<file path="config.mk">
export PLATFORM = sky130hd
export DESIGN_NAME = gnr_floyd_ctrl
export DESIGN_NICKNAME = d
export VERILOG_FILES = /design/src/rtl/gnr_pkg.sv /design/src/rtl/gnr_vec_cmp.sv /design/src/rtl/gnr_floyd_ctrl.sv
export SDC_FILE = /design/constraint.sdc
export NUM_CORES = 1
export LEC_CHECK = 0
export BUFFER_PORTS_ARGS = -buffer_cell sky130_fd_sc_hd__buf_2
export CAP_MARGIN = 20
export CORE_UTILIZATION = 40
export CTS_CLUSTER_SIZE = 30
export DETAILED_ROUTE_END_ITERATION = 10
export GPL_ROUTABILITY_DRIVEN = 0
export PLACE_DENSITY_LB_ADDON = 0.05
export SETUP_SLACK_MARGIN = 0.05
export SKIP_LAST_GASP = 1
export SYNTH_ARGS = -nofsm -noshare
export SYNTH_HDL_FRONTEND = slang
export SYNTH_HIERARCHICAL = 1
export SYNTH_SLANG_ARGS = --single-unit
export TNS_END_PERCENT = 20
</file>
<file path="constraint.sdc">
create_clock -name clk -period 3 [get_ports clk]
set_input_delay 0.3 -clock clk [delete_from_list [all_inputs] [get_ports clk]]
set_output_delay 0.3 -clock clk [all_outputs]
set_load 0.01 [all_outputs]
</file>
<file path="src/rtl/gnr_pkg.sv">
// -----------------------------------------------------------------------------
// gnr_pkg
// Shared definitions for the Boolean-network Floyd controller:
//   - default network width and counter width
//   - controller FSM state encoding
// -----------------------------------------------------------------------------
package gnr_pkg;

  localparam int GNR_N_NODES = 8;
  localparam int GNR_CNT_W   = 16;

  // IDLE   : waiting for a start request
  // INIT   : node array loads init_state (reset_nos high)
  // STEP   : one hare step, half a tortoise step
  // CHECK  : compare tortoise/hare after the step
  // PSTEP  : hare-only step while measuring the attractor period
  // PCHECK : compare hare against the captured attractor state
  // FIN    : publish results, return to IDLE
  typedef enum logic [2:0] {
    IDLE   = 3'd0,
    INIT   = 3'd1,
    STEP   = 3'd2,
    CHECK  = 3'd3,
    PSTEP  = 3'd4,
    PCHECK = 3'd5,
    FIN    = 3'd6
  } gnr_state_e;

endpackage

</file>
<file path="src/rtl/gnr_vec_cmp.sv">
// -----------------------------------------------------------------------------
// gnr_vec_cmp
// Purely combinational N_NODES-bit equality comparator. The controller muxes
// its operands so one instance serves both the tortoise/hare meet test and
// the period test.
//   a_i  : first state vector
//   b_i  : second state vector
//   eq_o : 1 when a_i == b_i
// -----------------------------------------------------------------------------
module gnr_vec_cmp
  import gnr_pkg::*;
#(
  parameter int N_NODES = GNR_N_NODES
) (
  input  logic [N_NODES-1:0] a_i,
  input  logic [N_NODES-1:0] b_i,
  output logic               eq_o
);

  assign eq_o = (a_i == b_i);

endmodule

</file>
<file path="src/rtl/gnr_floyd_ctrl.sv">
// -----------------------------------------------------------------------------
// gnr_floyd_ctrl
// Initiator-side controller for a Boolean-network node array. It loads an
// initial state into the nodes, steps the tortoise (s0) and hare (s1)
// trajectories until they meet (Floyd cycle detection), then steps the hare
// alone to measure the attractor period.
//
// Ports
//   clk, rst        : clock, asynchronous active-high reset
//   start           : one-cycle run request, ignored while busy
//   init_vec        : initial network state, sampled on an accepted start
//   s0_vec, s1_vec  : tortoise / hare state vectors read back from the nodes
//   reset_nos       : node state-load strobe
//   init_state      : per-node initial value driven to the array
//   start_s0        : tortoise step strobe (nodes advance every 2nd strobe)
//   start_s1        : hare step strobe
//   busy            : run in progress
//   done            : results valid, held until the next accepted start
//   timeout         : run aborted at MAX_STEPS (valid with done)
//   meet_steps      : tortoise index i at which x_i == x_2i
//   period          : attractor cycle length
//   attractor_state : hare state captured at the meet
//
// Every output is a register. The strobes are registered from the next-state
// decision, so a strobe is high exactly while the FSM sits in STEP/PSTEP and
// the node outputs reflect the step in the following CHECK/PCHECK cycle.
// -----------------------------------------------------------------------------
module gnr_floyd_ctrl
  import gnr_pkg::*;
#(
  parameter int               N_NODES   = GNR_N_NODES,
  parameter int               CNT_W     = GNR_CNT_W,
  parameter logic [CNT_W-1:0] MAX_STEPS = 16'hFFFF
) (
  input  logic               clk,
  input  logic               rst,
  input  logic               start,
  input  logic [N_NODES-1:0] init_vec,
  input  logic [N_NODES-1:0] s0_vec,
  input  logic [N_NODES-1:0] s1_vec,
  output logic               reset_nos,
  output logic [N_NODES-1:0] init_state,
  output logic               start_s0,
  output logic               start_s1,
  output logic               busy,
  output logic               done,
  output logic               timeout,
  output logic [CNT_W-1:0]   meet_steps,
  output logic [CNT_W-1:0]   period,
  output logic [N_NODES-1:0] attractor_state
);

  gnr_state_e         state_q, state_d;
  logic [N_NODES-1:0] init_state_q, init_state_d;
  logic               reset_nos_q, reset_nos_d;
  logic               start_s0_q, start_s0_d;
  logic               start_s1_q, start_s1_d;
  logic               busy_q, busy_d;
  logic               done_q, done_d;
  logic               timeout_q, timeout_d;
  logic [CNT_W-1:0]   meet_q, meet_d;
  logic [CNT_W-1:0]   period_q, period_d;
  logic [N_NODES-1:0] attr_q, attr_d;
  logic [CNT_W-1:0]   hare_cnt_q, hare_cnt_d;
  logic [CNT_W-1:0]   period_cnt_q, period_cnt_d;

  // Shared comparator: in PCHECK the hare is compared against the captured
  // attractor; in every other state the operand is the tortoise vector, which
  // is only acted upon in CHECK.
  logic [N_NODES-1:0] cmp_a;
  logic               vec_eq;

  assign cmp_a = (state_q == PCHECK) ? attr_q : s0_vec;

  gnr_vec_cmp #(
    .N_NODES (N_NODES)
  ) u_cmp (
    .a_i  (cmp_a),
    .b_i  (s1_vec),
    .eq_o (vec_eq)
  );

  // Next-state and output decisions
  always_comb begin
    state_d      = state_q;
    init_state_d = init_state_q;
    reset_nos_d  = 1'b0;
    start_s0_d   = 1'b0;
    start_s1_d   = 1'b0;
    busy_d       = busy_q;
    done_d       = done_q;
    timeout_d    = timeout_q;
    meet_d       = meet_q;
    period_d     = period_q;
    attr_d       = attr_q;
    hare_cnt_d   = hare_cnt_q;
    period_cnt_d = period_cnt_q;

    unique case (state_q)
      IDLE: begin
        if (start) begin
          init_state_d = init_vec;
          done_d       = 1'b0;
          timeout_d    = 1'b0;
          meet_d       = '0;
          period_d     = '0;
          attr_d       = '0;
          hare_cnt_d   = '0;
          period_cnt_d = '0;
          busy_d       = 1'b1;
          reset_nos_d  = 1'b1;
          state_d      = INIT;
        end
      end

      INIT: begin
        start_s0_d = 1'b1;
        start_s1_d = 1'b1;
        state_d    = STEP;
      end

      STEP: begin
        hare_cnt_d = hare_cnt_q + 1'b1;
        state_d    = CHECK;
      end

      CHECK: begin
        // At odd hare counts the tortoise is half-way through its step, so
        // the vectors are only meaningful to compare at even counts.
        if (!hare_cnt_q[0] && vec_eq) begin
          meet_d       = hare_cnt_q >> 1;
          attr_d       = s1_vec;
          period_cnt_d = '0;
          start_s1_d   = 1'b1;
          state_d      = PSTEP;
        end else if (hare_cnt_q == MAX_STEPS) begin
          timeout_d = 1'b1;
          state_d   = FIN;
        end else begin
          start_s0_d = 1'b1;
          start_s1_d = 1'b1;
          state_d    = STEP;
        end
      end

      PSTEP: begin
        period_cnt_d = period_cnt_q + 1'b1;
        state_d      = PCHECK;
      end

      PCHECK: begin
        if (vec_eq) begin
          period_d = period_cnt_q;
          state_d  = FIN;
        end else if (period_cnt_q == MAX_STEPS) begin
          timeout_d = 1'b1;
          state_d   = FIN;
        end else begin
          start_s1_d = 1'b1;
          state_d    = PSTEP;
        end
      end

      FIN: begin
        busy_d  = 1'b0;
        done_d  = 1'b1;
        state_d = IDLE;
      end

      default: begin
        state_d = IDLE;
      end
    endcase
  end

  // State and output registers
  always_ff @(posedge clk or posedge rst) begin
    if (rst) begin
      state_q      <= IDLE;
      init_state_q <= '0;
      reset_nos_q  <= 1'b0;
      start_s0_q   <= 1'b0;
      start_s1_q   <= 1'b0;
      busy_q       <= 1'b0;
      done_q       <= 1'b0;
      timeout_q    <= 1'b0;
      meet_q       <= '0;
      period_q     <= '0;
      attr_q       <= '0;
      hare_cnt_q   <= '0;
      period_cnt_q <= '0;
    end else begin
      state_q      <= state_d;
      init_state_q <= init_state_d;
      reset_nos_q  <= reset_nos_d;
      start_s0_q   <= start_s0_d;
      start_s1_q   <= start_s1_d;
      busy_q       <= busy_d;
      done_q       <= done_d;
      timeout_q    <= timeout_d;
      meet_q       <= meet_d;
      period_q     <= period_d;
      attr_q       <= attr_d;
      hare_cnt_q   <= hare_cnt_d;
      period_cnt_q <= period_cnt_d;
    end
  end

  assign reset_nos       = reset_nos_q;
  assign init_state      = init_state_q;
  assign start_s0        = start_s0_q;
  assign start_s1        = start_s1_q;
  assign busy            = busy_q;
  assign done            = done_q;
  assign timeout         = timeout_q;
  assign meet_steps      = meet_q;
  assign period          = period_q;
  assign attractor_state = attr_q;

endmodule
</file>
## Yosys cells after proc, flatten, opt, wreduce, memory -nomap -nowiden

Index checks and enable logic that the tools add are counted.

- Bits in registers: 89
- Bits in latches: 0
- Bits in writable memories: 0
- ROM bits: 0
- Bits of input ports: 27
- Output and inout port bits: 54
- Word-level logic and storage cells: 83
- Memories kept: 0

- $add $sub $neg: 2
- Multipliers: 0
- Div/mod/pow operators: 0
- Order comparisons: 0
- Equality and inequality tests: 16
- Shifts and indexed selects: 0
- Muxes and demuxes: 36
- Bitwise logic cells: 0
- Reduce and logical (&&, ||, !) cells: 16

Operators with widths:

| kind | count |
|---|---|
| 16-bit one-hot mux with 2 select lines | 3 |
| 16-bit two-way mux | 4 |
| 16-bit one-hot mux with 3 select lines | 1 |
| 16-bit by 1-bit adder with 16-bit output (second input constant) | 2 |
| 16-bit == test (second input constant) | 2 |
| 8-bit two-way mux | 3 |
| 3-bit one-hot mux with 6 select lines | 1 |
| 8-bit one-hot mux with 2 select lines | 1 |
| 1-bit two-way mux | 13 |
| 2-bit != test (second input constant) | 6 |
| 3-bit == test (second input constant) | 3 |
| 3-bit two-way mux | 3 |
| 3-bit AND reduction | 3 |
| 8-bit == test | 1 |
| 2-bit nonzero test | 4 |
| 3-bit by 2-bit == test with 1-bit output (second input constant) | 2 |
| 1-bit one-hot mux with 2 select lines | 3 |
| 1-bit one-hot mux with 3 select lines | 2 |
| 2-bit AND reduction | 3 |
| 6-bit AND reduction | 1 |
| 3-bit nonzero test | 2 |
| 2-bit two-way mux | 2 |
| 3-bit by 1-bit == test with 1-bit output (second input constant) | 1 |
| 3-bit logical NOT | 1 |
| other kinds (3) | 3 |

## Longest topological paths before layout

- Depth after elaboration: 6
- Gate-level depth with buffers: 14
- Gate-level depth less buffers: 9

## Cells and area by module

The synthesis kept the hierarchy.

Modules (own cells, without submodules):

| module | instances | cells each | area each (µm²) | seq. area each (µm²) |
|---|---|---|---|---|
| gnr_floyd_ctrl | 1 | 451 | 4170.2 | 2202.1 |
| gnr_vec_cmp | 1 | 11 | 86.3 | 0.0 |

## Least setup slack after synthesis

OpenSTA, ideal clock, no wires.

- Kind: reg-to-reg
- From: register state_q[1]
- To: register period_cnt_q[15]
- Arrival time: 3.096 ns
- Data required time: 2.864 ns
- Path slack: -0.233 ns
- Stages on the path, launching flop included: 15
- Buffers on the path: 5
- Clock period less this slack: 3.233 ns
- Path through: dfrtp_1 clkbuf_2 and3b_1 clkbuf_1 buf_2 mux2_2 xnor2_1 nand4_1 nor2_1 nand4b_1 o32a_1 buf_2 buf_2 o31ai_1 a21oi_1

- Cells in the longest elaborated chain, start to end: 6

Ends and longest elaborated chain:

| element | line | RTL |
|---|---|---|
| start, declared | gnr_floyd_ctrl.sv:53 | `gnr_state_e state_q, state_d;` |
| start signal, assigned | gnr_floyd_ctrl.sv:193 | `state_q <= state_d;` |
| 3-bit == test | gnr_floyd_ctrl.sv:73 | `assign cmp_a = (state_q == PCHECK) ? attr_q : s0_vec;` |
| 8-bit two-way mux | gnr_floyd_ctrl.sv:73 |  |
| via cmp_a[3] | gnr_floyd_ctrl.sv:70 | `logic [N_NODES-1:0] cmp_a;` |
| 8-bit == test | gnr_vec_cmp.sv:20 | `assign eq_o = (a_i == b_i);` |
| via vec_eq | gnr_floyd_ctrl.sv:71 | `logic vec_eq;` |
| 1-bit logical AND | gnr_floyd_ctrl.sv:130 | `if (!hare_cnt_q[0] && vec_eq) begin` |
| 2-bit != test (no line) | n/a |  |
| 3-bit AND reduction (no line) | n/a |  |
| end signal, assigned | gnr_floyd_ctrl.sv:205 | `period_cnt_q <= period_cnt_d;` |
| end, declared | gnr_floyd_ctrl.sv:65 | `logic [CNT_W-1:0] period_cnt_q, period_cnt_d;` |

The timed path passes the listed nets, and every way through them passes these cells.
A chain may end at the register's enable or synchronous reset.

## Worst setup path after layout

- From: register state_q[1]
- To: register period_cnt_q[9]

Same word-level chain as after synthesis.

==> metrics <==
CTS Buf Count=9; number of global-route vias before repair=3446; drt pass-1 iters=5; Routed wire per std cell=between 15 and 20 µm; R2R cell count=10; Post-synth EDFFs=0; H-tree depth=3; Final min period=2.82 ns; Synth-to-Final Area Change=19.7%; syn nets=491; Psw=1450 µW; class of the worst hold path=in2async; Fin. Hold Viols=0; Avg Cell Area, Syn=9.21 µm²; number of synthesis warnings=6; Slew HR=a little over two fifths; Final nets=573; Comb pwr share=between 20% and 30%; vias per cell=5.36; crit path kind=reg2reg; effective utilization at floorplan=between 40% and 50%; highest routed metal layer=met4; Final Skew=approximately 0.017 ns; FFs w/ async S/R, synth=100%; wire length on met3=526 µm; num ports=81; global-route wire length before repair=17.4 mm; Critical Path Fanout Max=10; Reg2Reg Setup Slack=0.18 ns; count of cell types in the netlist=51; worst r2r src=state_q[1]; Die W=between 100 and 150 µm; synthesized area=approximately 4300 µm²; final total negative setup slack=0 ns; Switching Share=between 30% and 40%; commonest non-fill, non-tap cell in the layout=nand2_1; GRT Resource Usage Total=between 20% and 30%; Seq cells post-synth=88; Vias=3672; Post-Synthesis Cells=462; n_diodes=0; commonest non-fill, non-tap cells in the layout=nand2_1, dfrtp_1, buf_2, nand3_1, o21ai_0; CP endpoint kind=register; row count=37; Die ar.=about 11000 µm²; Tcrit/Tclk final=94.1%; CP arrival=3.12 ns; CTS Hold Bufs=0; initial DRC count=223; clock network power share=21.9%; Std-Cell Core Area=10300 µm²; Critical Path RT=between 3 and 4 ns; Max VDD drop=339 µV; fin. max-slew vios=0; Setup Viol. Count Final=0; Reg power frac=50.3%; initial antenna violation count=0; max-cap violations=0; share of cells above drive strength 1=25.1%; sequential area share after synthesis=51.7%; Final WS setup=between 0.15 and 0.2 ns; DP HPWL=7.46 mm; pre-CTS setup slack=0.0402 ns; P per Cell Area=763 nW/µm²; M1 WL=around 5.2 mm; post-route ant nets=0; Buffers on Ports=between 70 and 80; Congestion Overflow GR=0; outcome=finished clean; Worst R2R End=period_cnt_q[9]; Max clock buf depth=2; Slew @ Worst Pin=0.839 ns; root buf cell=clkbuf_8; Clock transition at path regs=~0.10 ns; later-pin clock latency in the skew report=0.37 ns; ys flop type=dfrtp_1; Fmax=roughly 0.35 GHz; unrepaired setup endpoints after global routing=yes; met2 routed WL=4.86 mm; die height=105 µm; largest net degree at the start of global routing=between 40 and 50; crit start category=register; Pint=around 2400 µW; drt total wl=10.8 mm; CTS Sinks=88; CTS tree=yes; leak pwr=0.00249 µW; Residual DRC=0
## how the worst max path moves through the flow
stage                     startpoint          endpoint  cells after the start
final                     state_q[1]   period_cnt_q[9]                     10
after global routing      state_q[1]  period_cnt_q[12]                     12
after CTS                 state_q[1]   period_cnt_q[9]                     10
after detailed placement  state_q[1]  period_cnt_q[12]                     11
after global placement    state_q[1]  period_cnt_q[11]                     10
after floorplan           state_q[1]  period_cnt_q[15]                     14
## synthesized netlist by cell type, types with 5 or more instances
library cell / number / area (µm²)
clkbuf_1: 12 / 45.0
buf_2: 15 / 75.1
nand2_1: 97 / 364
o31ai_1: 8 / 60.1
inv_1: 25 / 93.8
o21ai_0: 33 / 165
nor3_1: 5 / 25.0
mux2_2: 9 / 101
dfrtp_1: 88 / 2200
or4_1: 8 / 60.1
nand4_1: 9 / 56.3
a21oi_1: 18 / 90.1
xnor2_1: 8 / 70.1
nand3_1: 53 / 265
mux2i_1: 10 / 100
nor2_1: 7 / 26.3
## worst max-delay path, cell delays in order, from the launching register on
cell and delay (ns):
dfrtp_1 0.38, and3b_2 0.27, buf_12 0.13, mux2_2 0.34
xnor2_1 0.15, nand4_1 0.15, nor2_2 0.14, nand4b_1 0.19
o32a_4 0.32, or4_1 0.52, a21oi_1 0.17
## timing repair
| action | in CTS | in global routing |
|---|---|---|
| pin swaps | 0 | 1 |
| resized for setup | 1 | 3 |
| setup buffers | 0 | 2 |
| cloned | 0 | 1 |
| setup endpoints to repair | 3 | 9 |
## registers in the layout (all words and copies together) (netlist names)
register / flops
state_q: 3
hare_cnt_q: 16
done: 1
busy: 1
meet_steps: 15
period_cnt_q: 16
start_s0: 1
reset_nos: 1
init_state: 8
start_s1: 1
period: 16
timeout: 1
attractor_state: 8
## power by group through the flow
| stage | combinational (µW) | clock [µW] | sequential [µW] |
|---|---|---|---|
| 2_1_floorplan | 563 | 0 | 2000 |
| 3_3_place_gp | 1070 | 0 | 1970 |
| 3_5_place_dp | 1090 | 0 | 1970 |
| 4_1_cts | 1090 | 872 | 1960 |
| 5_1_grt | 1220 | 906 | 2020 |
| 6_report | 1080 | 851 | 1960 |
## metal layers
metal  GRT usage (%)  vias to the layer above
met5               0                        -
met3            3.56                       12
li1                -                     1766
met2            30.6                       88
met1            28.2                     1806
met4            8.55                        0
## final cells by class
| type | instances | area [µm²] |
|---|---|---|
| Inverter | 26 | 98.8 |
| Fill cell | 1016 | 5230 |
| Clock inverter | 4 | 53.8 |
| Multi-Input combinational cell | 319 | 1860 |
| Sequential cell | 88 | 2200 |
| Tap cell | 136 | 170 |
| Clock buffer | 12 | 145 |
| Timing Repair Buffer | 100 | 566 |
## cells by family after synthesis
kind of cell / after synthesis / share of synthesized area (%)
adder cells (fa/ha/maj): 2 / 0.588
XOR/XNOR: 8 / 1.65
flip-flops: 88 / 51.7
AND/OR/NAND/NOR: 212 / 25.0
buffers and inverters: 56 / 5.58
other: 1 / 0.0881
AO/OA/AOI/OAI: 76 / 10.6
multiplexers: 19 / 4.73
## metrics by stage
stage | instances | area, µm² | hold WS, ns | total power [µW] | util (%)
global route | 685 | 5100 | 0.104 | 4150 | 49.4
detailed placement | 666 | 4850 | 0.454 | 3060 | 46.9
CTS | 682 | 5050 | 0.0544 | 3920 | 48.9
floorplan | 462 | 4280 | 0.405 | 2560 | -
finish | 685 | 5100 | 0.0181 | 3890 | 49.4
global placement | 666 | 4850 | 0.445 | 3040 | 46.9
Note: power is estimated with default switching activity, not from simulation.
